[config.mk]
export PLATFORM = sky130hd
export DESIGN_NAME = clk_div_ctrl_flat
export DESIGN_NICKNAME = d
export VERILOG_FILES = /design/src/rtl/clk_div_ctrl_pkg.sv /design/src/rtl/clk_div_ctrl_if.sv /design/src/rtl/clk_div_ctrl_div_counter.sv /design/src/rtl/clk_div_ctrl.sv /design/src/flat_wrapper.sv
export SDC_FILE = /design/constraint.sdc
export NUM_CORES = 1
export LEC_CHECK = 0
export BUFFER_PORTS_ARGS = -buffer_cell sky130_fd_sc_hd__buf_4
export CAP_MARGIN = 20
export CORE_MARGIN = 2
export CORE_UTILIZATION = 45
export CTS_BUF_LIST = sky130_fd_sc_hd__clkbuf_4
export DETAILED_ROUTE_END_ITERATION = 8
export PLACE_DENSITY = 0.66
export REMOVE_ABC_BUFFERS = 1
export SYNTH_ARGS = -nofsm -noshare
export SYNTH_HDL_FRONTEND = slang
export SYNTH_SLANG_ARGS = --single-unit
[constraint.sdc]
create_clock -name clk -period 10.7 [get_ports clk]
set_input_delay 2.14 -clock clk [delete_from_list [all_inputs] [get_ports clk]]
set_output_delay 2.14 -clock clk [all_outputs]
set_load 0.03 [all_outputs]
[src/rtl/clk_div_ctrl_pkg.sv]
// Shared types and helpers for the clock-divider controller.
package clk_div_pkg;

  typedef enum logic [1:0] {
    IDLE,
    RUN,
    DRAIN
  } state_t;

  // Smallest ratio the divider datapath can produce.
  localparam int unsigned MIN_DIV = 2;

  // Number of high cycles in one period of ratio n (rounds up for odd n).
  function automatic int unsigned half_high(input int unsigned n);
    return (n >> 1) + (n & 32'd1);
  endfunction

endpackage

[src/rtl/clk_div_ctrl_if.sv]
// Ratio configuration channel: valid/ready transfer plus an error pulse.
interface clk_div_ctrl_if #(
  parameter int unsigned CW = 8
);

  logic          cfg_valid;
  logic [CW-1:0] cfg_div;
  logic          cfg_ready;
  logic          cfg_err;

  modport master (
    output cfg_valid,
    output cfg_div,
    input  cfg_ready,
    input  cfg_err
  );

  modport slave (
    input  cfg_valid,
    input  cfg_div,
    output cfg_ready,
    output cfg_err
  );

endinterface

[src/rtl/clk_div_ctrl_div_counter.sv]
// Period counter, active-ratio register and registered output decode.
// Outputs are registered from next-cycle values so they line up with cnt.
module div_counter
  import clk_div_pkg::*;
#(
  parameter int unsigned CW          = 8,
  parameter int unsigned DEFAULT_DIV = 3
) (
  input  logic          clk,
  input  logic          rst,
  input  logic          load,     // take ratio as cur_div at this edge
  input  logic          run,      // controller busy in the next cycle
  input  logic [CW-1:0] ratio,
  output logic [CW-1:0] cur_div,
  output logic          last,     // cnt is in the final cycle of the period
  output logic          div_out,
  output logic          odd_trim,
  output logic          div_tick
);

  logic          run_q;
  logic [CW-1:0] cnt;
  logic [CW-1:0] cnt_nxt;
  logic [CW-1:0] div_nxt;
  logic [CW-1:0] h_nxt;

  // Next counter value, next ratio and next high-phase length.
  always_comb begin
    last    = (cnt == cur_div - CW'(1));
    div_nxt = load ? ratio : cur_div;
    cnt_nxt = '0;
    if (run_q && !last) begin
      cnt_nxt = cnt + CW'(1);
    end
    h_nxt   = CW'(half_high(32'(div_nxt)));
  end

  // Counter, ratio and decoded outputs; reset aborts the period at once.
  always_ff @(posedge clk or posedge rst) begin
    if (rst) begin
      run_q    <= 1'b0;
      cnt      <= '0;
      cur_div  <= CW'(DEFAULT_DIV);
      div_out  <= 1'b0;
      odd_trim <= 1'b0;
      div_tick <= 1'b0;
    end else begin
      run_q    <= run;
      cnt      <= cnt_nxt;
      cur_div  <= div_nxt;
      div_out  <= run && (cnt_nxt < h_nxt);
      odd_trim <= run && div_nxt[0] && (cnt_nxt == h_nxt - CW'(1));
      div_tick <= run && (cnt_nxt == '0);
    end
  end

endmodule

[src/rtl/clk_div_ctrl.sv]
// Run-time controller for the integer clock divider: run/drain sequencing,
// ratio handshake and glitch-free ratio changes at period boundaries.
module clk_div_ctrl
  import clk_div_pkg::*;
#(
  parameter int unsigned CW          = 8,
  parameter int unsigned DEFAULT_DIV = 3
) (
  input  logic           clk,
  input  logic           rst,
  input  logic           en,
  clk_div_ctrl_if.slave  cfg,
  output logic [CW-1:0]  cur_div,
  output logic           div_out,
  output logic           odd_trim,
  output logic           div_tick,
  output logic           busy
);

  state_t        state;
  state_t        state_nxt;
  logic          pend_valid;
  logic [CW-1:0] pend_div;
  logic          last;
  logic          load;
  logic [CW-1:0] ratio;
  logic          take;
  logic          xfer;

  assign cfg.cfg_ready = !pend_valid;
  assign xfer          = cfg.cfg_valid && cfg.cfg_ready;
  assign take          = xfer && (cfg.cfg_div >= CW'(MIN_DIV));
  assign busy          = (state != IDLE);

  // State register.
  always_ff @(posedge clk or posedge rst) begin
    if (rst) begin
      state <= IDLE;
    end else begin
      state <= state_nxt;
    end
  end

  // Next state and ratio-load selection.
  always_comb begin
    state_nxt = state;
    load      = 1'b0;
    ratio     = cfg.cfg_div;
    unique case (state)
      IDLE:  if (en) state_nxt = RUN;
      RUN:   if (!en) state_nxt = DRAIN;
      DRAIN: begin
        if (en) begin
          state_nxt = RUN;
        end else if (last) begin
          state_nxt = IDLE;
        end
      end
      default: state_nxt = IDLE;
    endcase
    // Idle: a legal ratio takes effect immediately. Busy: only at a boundary,
    // either from the pending slot or from a transfer landing on that cycle.
    if (state == IDLE) begin
      load = take;
    end else if (last) begin
      if (pend_valid) begin
        load  = 1'b1;
        ratio = pend_div;
      end else begin
        load = take;
      end
    end
  end

  // Pending-ratio slot and illegal-ratio error pulse.
  always_ff @(posedge clk or posedge rst) begin
    if (rst) begin
      pend_valid  <= 1'b0;
      pend_div    <= '0;
      cfg.cfg_err <= 1'b0;
    end else begin
      cfg.cfg_err <= xfer && !take;
      if (busy && last && pend_valid) begin
        pend_valid <= 1'b0;
      end else if (busy && !last && take) begin
        pend_valid <= 1'b1;
        pend_div   <= cfg.cfg_div;
      end
    end
  end

  div_counter #(
    .CW          (CW),
    .DEFAULT_DIV (DEFAULT_DIV)
  ) u_counter (
    .clk      (clk),
    .rst      (rst),
    .load     (load),
    .run      (state_nxt != IDLE),
    .ratio    (ratio),
    .cur_div  (cur_div),
    .last     (last),
    .div_out  (div_out),
    .odd_trim (odd_trim),
    .div_tick (div_tick)
  );

endmodule

[src/flat_wrapper.sv]
// flat-port wrapper written by rule: the top's interface ports become plain ports
module clk_div_ctrl_flat import clk_div_pkg::*;
#(
  parameter int unsigned CW          = 8,
  parameter int unsigned DEFAULT_DIV = 3
)
  (clk, rst, en, cur_div, div_out, odd_trim, div_tick, busy, cfg_cfg_valid, cfg_cfg_div, cfg_cfg_ready, cfg_cfg_err);
  clk_div_ctrl_if #(.CW(CW)) cfg_i ();
  input  logic clk;
  input  logic rst;
  input  logic en;
  output logic [CW-1:0] cur_div;
  output logic div_out;
  output logic odd_trim;
  output logic div_tick;
  output logic busy;
  input wire logic [$bits(cfg_i.cfg_valid)-1:0] cfg_cfg_valid;
  input wire logic [$bits(cfg_i.cfg_div)-1:0] cfg_cfg_div;
  output wire logic [$bits(cfg_i.cfg_ready)-1:0] cfg_cfg_ready;
  output wire logic [$bits(cfg_i.cfg_err)-1:0] cfg_cfg_err;
  assign cfg_i.cfg_valid = cfg_cfg_valid;
  assign cfg_i.cfg_div = cfg_cfg_div;
  assign cfg_cfg_ready = cfg_i.cfg_ready;
  assign cfg_cfg_err = cfg_i.cfg_err;
  clk_div_ctrl #(.CW(CW), .DEFAULT_DIV(DEFAULT_DIV)) u_core (.clk(clk), .rst(rst), .en(en), .cfg(cfg_i), .cur_div(cur_div), .div_out(div_out), .odd_trim(odd_trim), .div_tick(div_tick), .busy(busy));
endmodule
==> flow_summary_export.csv, run 1 <==
group,metric,value,unit
run_status,status,"finished, final reports clean",
route,postRouteWirelength,5.42,mm
clocking,cts_buffers,5,
synthesis,netlist.area_leader.share,31.4,%
synthesis,synth_cell_types,64,
route,first_iter_violations,158,
placed_design,dpl.hpwl,4.18,mm
pwr,power_density,252,nW/um^2
worst_hold_path,worstHoldPathType,"flip-flop to flip-flop",
clocking,cts_setup_buffers,0,
placed_design,gp_congestion,0.851,
critical_path,arrival,5.96,ns
route,wl_per_cell,16.1,um
cells_and_area,area_growth,12.7,%
critical_path,critPathMaxFanout,10,
pwr,comb_power_share,60.2,%
pwr,internal-power,0.368,mW
timing,fin_crit_sh,53.2,%
die,core,5110,sq um
critical_path,r2r_setup_slack,6.02,ns
die,rows,26,
synthesis,synth_seq_area_share,33.6,%
cells_and_area,fin_cells,336,
die,die-area,5920,sq um
global_routing,antenna_found_initial,0,
pwr,power_switching,0.311,mW
critical_path,r2r_end,"u_core.u_counter.div_out",
pwr,swShare,45.8,%
timing,hold_viol,0,
timing,worstMarginPinSlew,0.580,ns
timing,rsz0062_at_grt,"no",
timing,drv_slew,0,
pwr,seqPwrFrac,29.9,%
synthesis,synth_ff_type,"dfrtp_1",
clocking,cts_hold_buffers,0,
run,cap_violations,0,
global_routing,grt_max_degree,33,
cells_and_area,utilization,52.8,%
pwr,clkPwrFrac,9.9,%
cells_and_area,drive_above_1_share,22.2,%
pwr,power.static_leakage,1.15,nW
cells_and_area,diodes,0,
clocking,clk_latency,0.33,ns
synthesis,synth_warnings,0,
cells_and_area,register_area,803,sq um
placed_design,dp.cells,328,
synthesis,synth-edff-count,0,
worst_hold_path,holdPathEnd,"u_core.pend_div[7]",
synthesis,syn_avg_cell_area,10.1,sq um
placed_design,io_buffer_count,25,
timing,max_freq,0.176,GHz
timing,period_needed,5.70,ns
timing,maxSlewHeadroom,60.9,%
timing,worst_hold_slack,0.520,ns
critical_path,r2r-start,"u_core.u_counter.cur_div[0]",
timing,setup_viol,0,
synthesis,yosys.area.top_type,"dfrtp_1",
global_routing,grt_pass1_wl,9.20,mm
clocking,clk_pin_slew,0.09,ns
cells_and_area,fill_cells,483,
die,die_height,76.9,um
clocking,cts.repair.resized,0,
route,via_per_inst,5.60,
route,via_count,1883,
cells_and_area,multi_input_area,1520,sq um
worst_hold_path,worstHoldStart,"u_core.pend_div[7]",
route,dr.pass1.iters,4,
pwr,finalPower,0.679,mW
cells_and_area,layout.nets,289,
route,ant_nets,0,
synthesis,async_flop_share,100,%
timing,fin_worst_skew,0.00623,ns
clocking,cts_buffer_depth,2,
synthesis,synthCells,237,
clocking,cts_sinks,32,
route,drc_errors,0,
synthesis,syn_area,2390,sq um
die,start_util,46.9,%
critical_path,start_kind,"input pin",
pwr,irDropWorstVdd,0.128,mV
global_routing,grt.total_usage,19.6,%
critical_path,worst-setup-path-type,"input pin to flip-flop",
die,die_w,76.9,um
die,ioPinCount,26,
critical_path,required,10.96,ns
global_routing,grt_pass1_vias,1889,
synthesis,synth-seq-cells,32,
critical_path,cp-end-kind,"flip-flop",
clocking,root_buffer,"clkbuf_4",
worst_hold_path,holdPathStages,1,
global_routing,grt-ovfl-total,0,
critical_path,worst_r2r_path_depth,18,
synthesis,synth.area.top_cells,"dfrtp_1 (31%), xnor2_1 (7.3%), ha_1 (6.3%), mux2_2 (3.8%), xor2_1 (3.3%)",
clocking,cts_max_level,2,
timing,fin_tns_setup,0,ns
clocking,cts_tree,"done",
-- flip-flops by register name, summed over array words and instances (netlist names) --
name                       flops
u_core.u_counter.cur_div       8
u_core.u_counter.run_q         1
u_core.u_counter.div_tick      1
u_core.u_counter.odd_trim      1
u_core.u_counter.cnt           8
u_core.state                   2
u_core.u_counter.div_out       1
u_core.pend_div                8
u_core.cfg.cfg_err             1
u_core.pend_valid              1
-- layout by cell type, fill, tap and decap left out, types with 4 or more instances in the layout --
cell	n
mux2_2	8
nand3_1	9
inv_1	9
nand2b_1	6
xor2_1	9
nor2_1	19
a21oi_1	11
nor3_1	4
nand2_1	9
xnor2_1	20
o21ai_0	6
and2_1	6
buf_4	26
and3_1	5
ha_1	12
clkbuf_4	6
dfrtp_1	30
-- layout make-up --
cell class	instances	area share [%]
Timing Repair Buffer	26	7.24
Multi-Input combinational cell	190	56.4
Clock inverter	2	0.278
Inverter	10	1.39
Sequential cell	32	29.8
Clock buffer	6	1.67
Tap cell	70	3.25
-- synth_stat cells, types with 3 or more instances --
cell type / number
mux2i_1: 3
xnor2_1: 20
dfrtp_1: 30
a31oi_1: 3
o211ai_1: 3
xor2_1: 9
and3_1: 5
nand2_1: 9
mux2_2: 8
nor2b_1: 3
nand2b_1: 6
nor3_1: 4
nand3_1: 9
nor4_1: 3
o211a_1: 3
nand4_1: 3
o21ai_0: 6
inv_1: 9
nor2_1: 19
a21oi_1: 11
or2_2: 3
ha_1: 12
and2_1: 6
-- worst max-delay path, stage by stage --
cell,delay (ns)
buf_4,0.12
or4_1,0.58
o41ai_4,0.43
nand2_1,0.19
a21boi_4,0.22
a21oi_1,0.27
ha_1,0.25
o2111a_1,0.27
nand2_1,0.08
xor2_1,0.36
ha_1,0.31
o21ai_0,0.08
nand2b_1,0.08
a221oi_1,0.28
o21ai_0,0.15
a21oi_1,0.15
-- per-layer routing --
layer	global-route usage [%]	vias up	routed length [um]	share of wire (%)
met2	30.2	40	2550	47
met5	0	-	0	0
met3	3.65	6	245	4.5
li1	-	929	-	-
met1	27.7	908	2550	47
met4	6.36	0	77	1.4
-- power by group through the flow --
stage	logic [mW]	clock network [mW]	registers (mW)
floorplan	0.291	0	0.219
global placement	0.402	0	0.204
detailed placement	0.405	0	0.205
CTS	0.408	0.0703	0.202
global route	0.448	0.0756	0.209
finish	0.409	0.0673	0.203
-- logic make-up (layout without fill, tap and decap cells) --
kind of cell / count (synthesis) / after routing / share of synthesized area, %
xor gates and xnor gates: 32 / 32 / 13.2
buffers and inverters: 15 / 44 / 2.93
muxes: 12 / 12 / 5.59
adders and majority gates: 12 / 12 / 6.27
AOI/OAI and AO/OA: 54 / 54 / 19.9
DFF: 32 / 32 / 33.6
and+or+nand+nor: 80 / 80 / 18.5
-- metrics by stage --
step / instance area [sq um] / setup WS [ns]
after CTS: 2700 / 5.04
after global placement: 2640 / 4.81
after detailed placement: 2640 / 4.70
final: 2700 / 5.00
after floorplan: 2360 / 5.25
after global routing: 2700 / 4.77
-- worst max-delay path by stage --
stage	from	to	slack (ns)	depth (start not counted)
after floorplan	cfg_cfg_div[4]	u_core.u_counter.div_out	5.25	17
after global placement	cfg_cfg_div[4]	u_core.u_counter.div_out	4.81	16
after detailed placement	cfg_cfg_div[4]	u_core.u_counter.div_out	4.70	16
after CTS	cfg_cfg_div[4]	u_core.u_counter.div_out	5.04	16
after global routing	cfg_cfg_div[4]	u_core.u_counter.div_out	4.77	16
final	cfg_cfg_div[4]	u_core.u_counter.div_out	5.00	16
Note: power is estimated with default switching activity, not from simulation.
==> run 2, diff against run 1 <==
--- a/config.mk
+++ b/config.mk
@@ -11,7 +11,7 @@
 export CORE_UTILIZATION = 45
 export CTS_BUF_LIST = sky130_fd_sc_hd__clkbuf_4
 export DETAILED_ROUTE_END_ITERATION = 8
-export PLACE_DENSITY = 0.66
+export PLACE_DENSITY = 0.68
 export REMOVE_ABC_BUFFERS = 1
 export SYNTH_ARGS = -nofsm -noshare
 export SYNTH_HDL_FRONTEND = slang
==> constraint.sdc (replaced) <==
create_clock -name clk -period 5.15 [get_ports clk]
set_input_delay 1.03 -clock clk [delete_from_list [all_inputs] [get_ports clk]]
set_output_delay 1.03 -clock clk [all_outputs]
set_load 0.03 [all_outputs]
==> flow_summary_export.csv, run 2 (same netlist as run 1, synthesis figures left out) <==
group,metric,value,unit
run_status,status,"finished, final reports clean",
clocking,root_buffer,"clkbuf_4",
cells_and_area,area_growth,13.1,%
die,die-area,5920,sq um
placed_design,dpl.hpwl,4.12,mm
pwr,irDropWorstVdd,0.249,mV
pwr,internal-power,0.773,mW
timing,hold_viol,0,
critical_path,worst-setup-path-type,"flip-flop to flip-flop",
die,rows,26,
cells_and_area,layout.nets,290,
cells_and_area,reg_top3,"u_core.pend_div: 8 flops, u_core.u_counter.cnt: 8 flops, u_core.u_counter.cur_div: 8 flops",
timing,fin_worst_skew,0.0108,ns
timing,max_freq,0.214,GHz
clocking,cts_setup_buffers,0,
timing,worst_hold_slack,0.513,ns
pwr,comb_power_share,59.7,%
clocking,cts_hold_buffers,0,
critical_path,crit_buf_inv,1,
timing,fin_crit_sh,90.6,%
route,wl_met3,181,um
clocking,cts_max_level,2,
cells_and_area,drive_above_1_share,22.8,%
timing,maxSlewHeadroom,63.6,%
route,first_iter_violations,99,
pwr,power_density,521,nW/um^2
timing,setup_viol,0,
pwr,clkPwrFrac,10.5,%
critical_path,r2r_setup_slack,0.48,ns
critical_path,r2r-start,"u_core.u_counter.cur_div[0]",
critical_path,crit_slowest_cell,"dfstp_2",
global_routing,grt-ovfl-total,0,
route,via_per_inst,5.50,
pwr,swShare,45.2,%
route,met1_length,2.64,mm
critical_path,crit_top_cell,"ha_1",
clocking,cts_tree,"done",
route,dr.pass1.iters,4,
timing,fin_tns_setup,0,ns
pwr,power_switching,0.639,mW
global_routing,grt_max_degree,33,
timing,drv_slew,0,
critical_path,critPathMaxFanout,8,
run,cap_violations,0,
placed_design,dp.cells,329,
die,start_util,46.9,%
critical_path,worstPathCellList,"inv_1, ha_1, nor4b_2, xor2_1, nand4_1, a2111oi_4, mux2i_1, a21oi_1, ha_1, o2111a_1, nand2_1, xor2_1, ha_1, o21ai_0, nand2b_1, a221oi_1, o21ai_0, a21oi_1",
route,top_layer_used,"met4",
die,ioPinCount,26,
cells_and_area,layout_common_cells,"dfrtp_1 (30), buf_4 (27), xnor2_1 (20)",
global_routing,grt_pass1_wl,9.11,mm
cells_and_area,diodes,0,
route,wl_per_cell,15.8,um
route,wl_met2,2.41,mm
route,drc_errors,0,
pwr,power.static_leakage,1.16,nW
critical_path,arrival,4.93,ns
critical_path,cp-end-kind,"flip-flop",
cells_and_area,final_common_cell,"dfrtp_1",
clocking,cts_sinks,32,
die,die_height,76.9,um
critical_path,start_kind,"flip-flop",
critical_path,path_depth,18,
cells_and_area,final_cell_area,2710,sq um
placed_design,pre_cts_slack,0.460,ns
global_routing,antenna_found_initial,0,
global_routing,grt.total_usage,19.3,%
clocking,cts.repair.resized,0,
critical_path,crit_start,"u_core.u_counter.cur_div[0]",
worst_hold_path,worstHoldPathType,"flip-flop to flip-flop",
timing,rsz0062_at_grt,"no",
critical_path,cp_top_family,"compound AO/OA/AOI/OAI gates",
clocking,cts_buffers,5,
route,ant_nets,0,
clocking,cts_buffer_depth,2,
critical_path,required,5.41,ns
placed_design,dpl_cell_area,2650,sq um
pwr,seqPwrFrac,29.8,%
placed_design,gp_congestion,0.844,
cells_and_area,utilization,53.0,%
route,postRouteWirelength,5.31,mm
pwr,finalPower,1.41,mW
timing,postLayoutSetupSlackWorst,0.483,ns
die,die_w,76.9,um
critical_path,crit_end,"u_core.u_counter.div_out",
timing,worstMarginPinSlew,0.540,ns
cells_and_area,fin_cells,337,
critical_path,r2r_end,"u_core.u_counter.div_out",
die,core,5110,sq um
global_routing,grt_pass1_vias,1855,
route,via_count,1853,
placed_design,io_buffer_count,25,
critical_path,slowest_delay,0.63,ns
clocking,clk_pin_slew,0.10,ns
critical_path,worst_r2r_path_depth,18,
clocking,clk_latency,0.33,ns
timing,period_needed,4.67,ns
run 2: changes by cell type in the layout (fill, tap and decap cells not counted):
| cell | change |
|---|---|
| buf_4 | +1 |
| clkbuf_4 | +1 |
| clkinv_1 | -1 |
run 2: worst min path at each step:
stage | start | end | slack, ns | cells past startpoint
floorplan | u_core.pend_div[2] | u_core.pend_div[2] | 0.47 | 1
global placement | u_core.pend_div[6] | u_core.pend_div[6] | 0.49 | 1
detailed placement | u_core.pend_div[6] | u_core.pend_div[6] | 0.50 | 1
CTS | u_core.pend_div[6] | u_core.pend_div[6] | 0.52 | 1
global route | u_core.pend_div[2] | u_core.pend_div[2] | 0.53 | 1
finish | u_core.pend_div[0] | u_core.pend_div[0] | 0.51 | 1
run 2: routing by layer:
metal  track usage [%]  vias to the layer above
li1                  -                      928
met1              27.2                      890
met2              30.2                       27
met3              2.94                        8
met4              6.73                        0
met5                 0                        -
run 2: area by class of cell:
| class | instances | area (sq um) |
|---|---|---|
| well taps | 70 | 87.6 |
| clock buffers | 7 | 52.6 |
| fillers | 499 | 2400 |
| clock inverters | 1 | 3.75 |
| flip-flops and latches | 32 | 803 |
| repair buffers | 27 | 203 |
| multi-input cells | 190 | 1520 |
| inverters | 10 | 37.5 |
run 2: power groups by stage:
stage	combinational [mW]	clock, mW	sequential, mW
2_1_floorplan	0.605	0	0.455
3_3_place_gp	0.832	0	0.422
3_5_place_dp	0.841	0	0.426
4_1_cts	0.846	0.152	0.420
5_1_grt	0.933	0.161	0.434
6_report	0.843	0.148	0.421
run 2: worst reg2reg max path: stages (launching register included):
cell	delay [ns]
dfstp_2	0.63
inv_1	0.06
ha_1	0.25
nor4b_2	0.18
xor2_1	0.21
nand4_1	0.26
a2111oi_4	0.55
mux2i_1	0.18
a21oi_1	0.27
ha_1	0.25
o2111a_1	0.27
nand2_1	0.08
xor2_1	0.37
ha_1	0.31
o21ai_0	0.07
nand2b_1	0.08
a221oi_1	0.28
o21ai_0	0.13
a21oi_1	0.16
